## src/rtl/add_ctrl_pkg.sv

```systemverilog
// Shared FSM encoding, default sizes and ID-width helper for the round-robin adder controller.
package add_ctrl_pkg;

  typedef enum logic [1:0] {
    IDLE = 2'd0,
    EXEC = 2'd1,
    RESP = 2'd2
  } state_t;

  localparam int DEF_NUM_REQ = 4;
  localparam int DEF_WIDTH   = 2;

  function automatic int id_width(input int n);
    return (n < 2) ? 1 : $clog2(n);
  endfunction

endpackage

```

## src/rtl/add_2bit_rr_ctrl_rr_pick.sv

```systemverilog
// Combinational round-robin selector: first set request at or above ptr, wrapping to 0.
// Zero latency; no flow control of its own.
module rr_pick
  import add_ctrl_pkg::*;
#(
  parameter int NUM_REQ = DEF_NUM_REQ,
  parameter int ID_W    = id_width(NUM_REQ)
) (
  input  logic [NUM_REQ-1:0] req,
  input  logic [ID_W-1:0]    ptr,
  output logic               any,
  output logic [ID_W-1:0]    winner,
  output logic [NUM_REQ-1:0] onehot
);

  int              idx;
  logic [ID_W-1:0] cand;

  always_comb begin
    any    = 1'b0;
    winner = '0;
    onehot = '0;
    idx    = 0;
    cand   = '0;
    for (int i = 0; i < NUM_REQ; i++) begin
      // Wrap explicitly so NUM_REQ need not be a power of two.
      idx = int'(ptr) + i;
      if (idx >= NUM_REQ) idx = idx - NUM_REQ;
      cand = ID_W'(idx);
      if (!any && req[cand]) begin
        any    = 1'b1;
        winner = cand;
      end
    end
    if (any) onehot[winner] = 1'b1;
  end

endmodule

```

## src/rtl/add_2bit_rr_ctrl.sv

```systemverilog
// Shares one registered adder among NUM_REQ requesters via round-robin; grant at the request edge,
// response valid one edge later and held until rsp_ready_in is seen high on a clock edge.
module add_2bit_rr_ctrl
  import add_ctrl_pkg::*;
#(
  parameter int  NUM_REQ = DEF_NUM_REQ,
  parameter int  WIDTH   = DEF_WIDTH,
  localparam int ID_W    = id_width(NUM_REQ)
) (
  input  logic                     clk_in,
  input  logic                     rst_n_in,
  input  logic [NUM_REQ-1:0]       req_in,
  input  logic [NUM_REQ*WIDTH-1:0] a_in,
  input  logic [NUM_REQ*WIDTH-1:0] b_in,
  output logic [NUM_REQ-1:0]       gnt_out,
  output logic [WIDTH-1:0]         sum_out,
  output logic                     carry_out,
  output logic [ID_W-1:0]          rsp_id_out,
  output logic                     rsp_valid_out,
  input  logic                     rsp_ready_in,
  output logic                     busy_out
);

  state_t             state_q, state_d;
  logic [ID_W-1:0]    ptr_q;
  logic [ID_W-1:0]    win_q;
  logic [WIDTH-1:0]   a_cap, b_cap;
  logic [WIDTH-1:0]   a_arr [NUM_REQ];
  logic [WIDTH-1:0]   b_arr [NUM_REQ];
  logic               pick_any;
  logic [ID_W-1:0]    pick_win;
  logic [NUM_REQ-1:0] pick_onehot;

  for (genvar i = 0; i < NUM_REQ; i++) begin : g_unpack
    assign a_arr[i] = a_in[i*WIDTH +: WIDTH];
    assign b_arr[i] = b_in[i*WIDTH +: WIDTH];
  end

  rr_pick #(
    .NUM_REQ (NUM_REQ),
    .ID_W    (ID_W)
  ) u_pick (
    .req    (req_in),
    .ptr    (ptr_q),
    .any    (pick_any),
    .winner (pick_win),
    .onehot (pick_onehot)
  );

  always_ff @(posedge clk_in or negedge rst_n_in) begin
    if (!rst_n_in) state_q <= IDLE;
    else           state_q <= state_d;
  end

  always_comb begin
    state_d = IDLE;
    case (state_q)
      IDLE:    state_d = pick_any ? EXEC : IDLE;
      EXEC:    state_d = RESP;
      RESP:    state_d = rsp_ready_in ? IDLE : RESP;
      default: state_d = IDLE;
    endcase
  end

  assign busy_out = (state_q != IDLE);

  always_ff @(posedge clk_in or negedge rst_n_in) begin
    if (!rst_n_in) begin
      gnt_out       <= '0;
      a_cap         <= '0;
      b_cap         <= '0;
      win_q         <= '0;
      ptr_q         <= '0;
      sum_out       <= '0;
      carry_out     <= 1'b0;
      rsp_id_out    <= '0;
      rsp_valid_out <= 1'b0;
    end else begin
      gnt_out <= '0;
      case (state_q)
        IDLE: begin
          if (pick_any) begin
            gnt_out <= pick_onehot;
            a_cap   <= a_arr[pick_win];
            b_cap   <= b_arr[pick_win];
            win_q   <= pick_win;
          end
        end
        EXEC: begin
          {carry_out, sum_out} <= {1'b0, a_cap} + {1'b0, b_cap};
          rsp_id_out           <= win_q;
          rsp_valid_out        <= 1'b1;
        end
        RESP: begin
          // Pointer moves past the winner only once its response is consumed.
          if (rsp_ready_in) begin
            rsp_valid_out <= 1'b0;
            ptr_q         <= (win_q == ID_W'(NUM_REQ - 1)) ? '0 : win_q + 1'b1;
          end
        end
        default: ;
      endcase
    end
  end

endmodule

```

## config.mk

```make
export PLATFORM = sky130hd
export DESIGN_NAME = add_2bit_rr_ctrl
export DESIGN_NICKNAME = d
export VERILOG_FILES = /design/src/rtl/add_ctrl_pkg.sv /design/src/rtl/add_2bit_rr_ctrl_rr_pick.sv /design/src/rtl/add_2bit_rr_ctrl.sv
export SDC_FILE = /design/constraint.sdc
export NUM_CORES = 1
export LEC_CHECK = 0
export CAP_MARGIN = 10
export CORE_MARGIN = 2
export CORE_UTILIZATION = 49
export CTS_CLUSTER_SIZE = 16
export DETAILED_ROUTE_END_ITERATION = 16
export HOLD_SLACK_MARGIN = 0.06
export PLACE_DENSITY = 0.91
export SLEW_MARGIN = 20
export SYNTH_ARGS = -nofsm -noshare
export SYNTH_HDL_FRONTEND = slang
export SYNTH_HIERARCHICAL = 1
export SYNTH_SLANG_ARGS = --single-unit
```

## constraint.sdc

```tcl
create_clock -name clk_in -period 2.8 [get_ports clk_in]
set_input_delay 0.42 -clock clk_in [delete_from_list [all_inputs] [get_ports clk_in]]
set_output_delay 0.42 -clock clk_in [all_outputs]
set_load 0.01 [all_outputs]
```

==> results.ini, run 1 <==
[outcome]
status=completed

[clock_network]
root_buffer=clkbuf_4
clk_latency_ps=290
cts_resized=0
hold_buffers=0
clkTransAtPathRegs_ps=100
htreeDepth=1
cts_buffer_depth=2
post_cts_buffers=0
clock-sinks=20
numCtsBuffers=3
cts_tree=built

[yosys]
synth_warnings=6
syn_area_sq_mm=0.00108
synth_cells=106
ys_seq_area_share_pct=46.5
synth_area_per_cell_sq_um=10.2
synth_cell_types=30
synth_edf_count=0
synth_seq_cells=20
synth_area_leader_cell=dfrtp_1
synth_nets=132
synthTopCellsByArea=dfrtp_1, mux4_2, nand2_1
synth.top_cell.area_share_pct=46.5
synthFlopType=dfrtp_1
synth-async-reset-ratio_pct=100

[detailed_routing]
finalWirelength_um=2050
routed-wl-met3_um=94
ant_nets=0
drt-pass1-iter-count=4
wl_met2_um=1020
wl_per_cell_um=12.4
via_per_inst=5.19
met1_length_um=881
vias=856
drtIter0Drc=32
drc=0
top_layer_used=met4

[placement]
portBuffers=33
dp_slack_ps=440
hpwl_um=1630
gp_congestion=0.868

[worst_setup_path]
cp_max_fo=8
cp-start-kind=input port
required_ps=2990
critical_path_class=in2reg
worstPathArrival_ps=2240
critPathCaptureType=flip-flop

[global_routing]
grt_start_max_net_pins=21
grt_pass1_wl_um=3440
overflow=0
grt_pass1_vias=773
antenna_found_initial=0
grt_util_all_layers_pct=18.4

[layout]
nets=166
synthToLayoutAreaGrowth_pct=33.4
antenna_cells=0
final_layout_size_suffix_gt1_share_pct=13.0

[floorplan]
fp.dieH_um=50.9
coreArea_sq_mm=0.00202
start_util_pct=53.3
dieArea_sq_mm=0.00259
io_pins=34
fp-row-count=16
die_w_um=50.9

[sta]
setup_ws_ps=745
relSlewSlack_pct=42.3
rsz0062_at_grt=false
setup_viol=0
hold_viol=0
drv_slew=0
setup_tns_ps=0
worst_pin_slew_ps=863
period_share_pct=73.4
clock.fmax_mhz=487
final.min_clock_period_ps=2060
skew_ps=4.83

[power_and_ir_drop]
leakagePower_nw=0.637
power_density_mw_per_mm2=896
ir_drop_v=0.000464

[run]
cap_violations=0

[min_path]
min_path_type=reg2reg

==> report_power, final <==
group | switching [W] | internal, W | leakage, nW
logic | 0.000288 | 0.000354 | 0.372
clock network | 0.0000789 | 0.0000501 | 0.0138
registers | 0.000103 | 0.000414 | 0.251
total | 0.000470 | 0.000818 | 0.637
==> cell families after synthesis <==
family	Yosys count	share of synthesized area, %
and+or+nand+nor	40	18.0
AOI/OAI and AO/OA	21	12.4
DFF	20	46.5
buffers and inverters	14	6.39
muxes	8	12.5
adders and majority gates	3	4.18
==> metal layers <==
layer,GRT usage [%],vias to the layer above
li1,-,424
met4,12.2,0
met2,30.3,36
met1,23.2,392
met5,0,-
met3,1.75,4
==> cell usage after synthesis, types with 3 or more instances <==
cell type  instances
mux2_2             4
dfrtp_1           20
nand2b_1           4
inv_1              8
nand2_1           19
and2_1             4
o21ai_0            7
buf_2              3
mux4_2             4
a21oi_1            5
nor2_1             6
==> worst paths after layout <==
path | startpoint | end | slack (ps) | depth (start not counted)
min reg2reg | b_cap[0]$_DFFE_PN0P_ | b_cap[0]$_DFFE_PN0P_ | 510 | 2
max | req_in[1] | a_cap[1]$_DFFE_PN0P_ | 740 | 8
max in group asynchronous | rst_n_in | rsp_id_out[1]$_DFFE_PN0P_ | 1660 | 1
min in group asynchronous | rst_n_in | state_q[1]$_DFF_PN0_ | 610 | 1
max reg2reg | ptr_q[0]$_DFFE_PN0P_ | a_cap[1]$_DFFE_PN0P_ | 940 | 7
min | b_cap[0]$_DFFE_PN0P_ | b_cap[0]$_DFFE_PN0P_ | 510 | 2
==> placed cells by master, fill, tap and decap left out, types with 2 or more instances in the layout <==
master	netlist	layout
a21oi_1	5	5
and2_1	4	4
clkbuf_4	0	3
clkdlybuf4s50_1	0	33
dfrtp_1	20	20
ha_1	2	2
inv_1	8	8
mux2_2	4	4
mux4_2	4	4
nand2_1	19	19
nand2b_1	4	4
nor2_1	6	6
nor3_1	2	2
o21ai_0	7	7
o21ai_1	2	2
==> area by class of cell <==
class | instances | area [sq um]
clock buffer | 3 | 22.5
tap | 27 | 33.8
multi-input combinational | 72 | 508
inverter | 9 | 35.0
timing repair buffer | 34 | 338
sequential | 20 | 500
fill | 143 | 584
==> state kept, by name (all words and copies together) (netlist names) <==
register and flops:
sum_out 2, a_cap 2, rsp_id_out 2, win_q 2, state_q 2, rsp_valid_out 1, carry_out 1, ptr_q 2
gnt_out 4, b_cap 2
==> stage by stage <==
step                util, %  power [W]  hold WS (ps)  instances  cell area, sq um
floorplan                 -   0.000945           124        106              1080
global placement       70.0    0.00113           461        162              1420
detailed placement     70.0    0.00117           485        162              1420
CTS                    71.1    0.00130           507        165              1440
global route           71.1    0.00141           540        165              1440
finish                 71.1    0.00129           509        165              1440
==> critical path, cell delays in order <==
cell	delay [ps]
clkdlybuf4s50_1	590
nand2b_1	140
a21oi_1	80
a211oi_2	200
buf_4	180
mux4_2	490
nand2_1	70
o21ai_0	70
Power figures use the tool's default switching activity.
==> inputs of run 2 (changes only) <==
--- a/config.mk
+++ b/config.mk
@@ -7,11 +7,11 @@
 export LEC_CHECK = 0
 export CAP_MARGIN = 10
 export CORE_MARGIN = 2
-export CORE_UTILIZATION = 49
+export CORE_UTILIZATION = 45
 export CTS_CLUSTER_SIZE = 16
 export DETAILED_ROUTE_END_ITERATION = 16
 export HOLD_SLACK_MARGIN = 0.06
-export PLACE_DENSITY = 0.91
+export PLACE_DENSITY = 0.85
 export SLEW_MARGIN = 20
 export SYNTH_ARGS = -nofsm -noshare
 export SYNTH_HDL_FRONTEND = slang
==> constraint.sdc (replaced) <==
create_clock -name clk_in -period 2.05 [get_ports clk_in]
set_input_delay 0.3075 -clock clk_in [delete_from_list [all_inputs] [get_ports clk_in]]
set_output_delay 0.3075 -clock clk_in [all_outputs]
set_load 0.01 [all_outputs]
==> results.ini, run 2 (synthesis gave the netlist of run 1 again) <==
[detailed_routing]
drc=0  ; unchanged
drtIter0Drc=21  ; -34%
ant_nets=0  ; unchanged
via_per_inst=5.25  ; +1.1%
finalWirelength_um=2300  ; +12%
vias=913  ; +6.7%
wl_per_cell_um=13.2  ; +6.1%
drt-pass1-iter-count=4  ; unchanged

[clock_network]
cts_buffer_depth=2  ; unchanged
post_cts_buffers=0  ; unchanged
clk_latency_ps=310  ; +20 ps
numCtsBuffers=3  ; unchanged
clkTransAtPathRegs_ps=110  ; about the same
clock-sinks=20  ; unchanged
root_buffer=clkbuf_4
hold_buffers=0  ; unchanged
cts_tree=built
htreeDepth=1  ; unchanged

[layout]
synthToLayoutAreaGrowth_pct=39.3
seqCellArea_sq_um=502  ; +0.25%
largest_reg_flops=4  ; unchanged
final_cell_mix=clkdlybuf4s50_1, nand2_1, dfrtp_1, buf_4, inv_1
final_cell_area_sq_mm=0.00150  ; +4.4%
fill_cells=167  ; +17%
final_common_cell=clkdlybuf4s50_1
largest-register=gnt_out
antenna_cells=0  ; unchanged
nets=174  ; +4.8%
final_layout_size_suffix_gt1_share_pct=18.5  ; +5.4 points
multiInputGateArea_sq_um=508  ; unchanged

[sta]
hold_viol=0  ; unchanged
period_share_pct=90.2
relSlewSlack_pct=73.9  ; +32 points
rsz0062_at_grt=false
final.min_clock_period_ps=1850
skew_ps=8.14  ; +3.31 ps
setup_viol=0  ; unchanged
setup_tns_ps=0  ; unchanged
worst_pin_slew_ps=392  ; -471 ps
drv_slew=0  ; unchanged
clock.fmax_mhz=541

[worst_setup_path]
required_ps=2240  ; -750 ps
worstPathArrival_ps=2040  ; -200 ps
crit_family=multiplexers
reg2reg_depth=7  ; unchanged
cp_slowest_stage_delay_ps=490  ; -100 ps
r2r_slack_ps=200  ; -740 ps
r2r-end=a_cap[1]$_DFFE_PN0P_
critPathCaptureType=flip-flop
r2r_start=ptr_q[0]$_DFFE_PN0P_
slowest_stage=mux4_2
path_cells=nand2b_1 > o21ai_1 > a211oi_2 > buf_4 > mux4_2 > nand2_1 > o21ai_0
worstPathBufferInverterCount=1  ; -1
cp-start-kind=flip-flop
cp_max_fo=7  ; -1
critical_path_class=reg2reg

[min_path]
min_path_type=in2async

[placement]
dpl-instance-area_sq_mm=0.00148  ; +4.3%
portBuffers=33  ; unchanged
hpwl_um=1800  ; +10%
gp_congestion=0.776  ; -11%

[floorplan]
fp-row-count=17  ; +1
fp.dieH_um=52.9  ; +4.0%
start_util_pct=48.2  ; -5.0 points
coreArea_sq_mm=0.00223  ; +10%
io_pins=34  ; unchanged
die_w_um=52.9  ; +4.0%
dieArea_sq_mm=0.00280  ; +8.2%

[global_routing]
antenna_found_initial=0  ; unchanged
grt_start_max_net_pins=21  ; unchanged
overflow=0  ; unchanged
grt_pass1_wl_um=3910  ; +14%
grt_util_all_layers_pct=19.8  ; +1.3 points
grt_pass1_vias=926  ; +20%

[power_and_ir_drop]
p_total_w=0.00181  ; +40%
leakagePower_nw=0.674  ; +5.8%
power_density_mw_per_mm2=1210  ; +35%
ir_drop_v=0.000694  ; +50%

[outcome]
status=completed

[run]
cap_violations=0  ; unchanged

==> run 2: metrics by stage <==
step / hold slack, ps / setup WS [ps] / instances / util, %
2_1_floorplan: 11.9 / 314 / 106 / -
3_3_place_gp: 467 / -36.2 / 171 / 66.1
3_5_place_dp: 477 / -79.7 / 171 / 66.1
4_1_cts: 328 / 173 / 174 / 67.1
5_1_grt: 355 / 55.0 / 174 / 67.2
6_report: 323 / 200 / 174 / 67.2
==> run 2: worst max path at each step <==
stage	from	to	slack (ps)	depth (start not counted)
2_1_floorplan	ptr_q[0]$_DFFE_PN0P_	a_cap[1]$_DFFE_PN0P_	310	7
3_3_place_gp	req_in[1]	a_cap[1]$_DFFE_PN0P_	-40	8
3_5_place_dp	req_in[0]	a_cap[1]$_DFFE_PN0P_	-80	8
4_1_cts	ptr_q[0]$_DFFE_PN0P_	a_cap[1]$_DFFE_PN0P_	170	7
5_1_grt	ptr_q[0]$_DFFE_PN0P_	b_cap[0]$_DFFE_PN0P_	60	7
6_report	ptr_q[0]$_DFFE_PN0P_	a_cap[1]$_DFFE_PN0P_	200	7
==> run 2: worst register-to-register path: cells and delay by family, from the launching register on <==
kind                   cells  cell delay [ps]
buffers and inverters      1              190
multiplexers               1              490
AND/OR/NAND/NOR            2              230
flip-flops                 1              440
AO/OA/AOI/OAI              3              390
==> run 2: where the power goes <==
| part | internal (W) | switching, W |
|---|---|---|
| combinational | 0.000503 | 0.000405 |
| sequential | 0.000567 | 0.000145 |
| clock | 0.0000687 | 0.000121 |
| total | 0.00114 | 0.000671 |
==> run 2: repair_timing <==
item	CTS	global route
gates resized for setup	0	1
hold endpoints to repair	0	0
endpoints found under the setup margin	0	1
==> run 2: layout make-up <==
type | instances | area share (%)
clock buffer | 3 | 1.50
sequential | 20 | 33.4
timing repair buffer | 42 | 26.5
inverter | 9 | 2.34
tap | 28 | 2.34
multi-input combinational | 72 | 33.9
==> run 2: layer usage <==
layer / track usage (%) / share of wire, %
met1: 23.2 / 41
met2: 33.3 / 50
met3: 3.39 / 6.5
met4: 12.4 / 2.3
met5: 0 / 0
==> inputs of run 3 (changes only) <==
--- a/config.mk
+++ b/config.mk
@@ -10,7 +10,6 @@
 export CORE_UTILIZATION = 45
 export CTS_CLUSTER_SIZE = 16
 export DETAILED_ROUTE_END_ITERATION = 16
-export HOLD_SLACK_MARGIN = 0.06
 export PLACE_DENSITY = 0.85
 export SLEW_MARGIN = 20
 export SYNTH_ARGS = -nofsm -noshare
==> results of run 3 <==
Same layout as run 2: the final DEF is identical, and so are final timing and power.
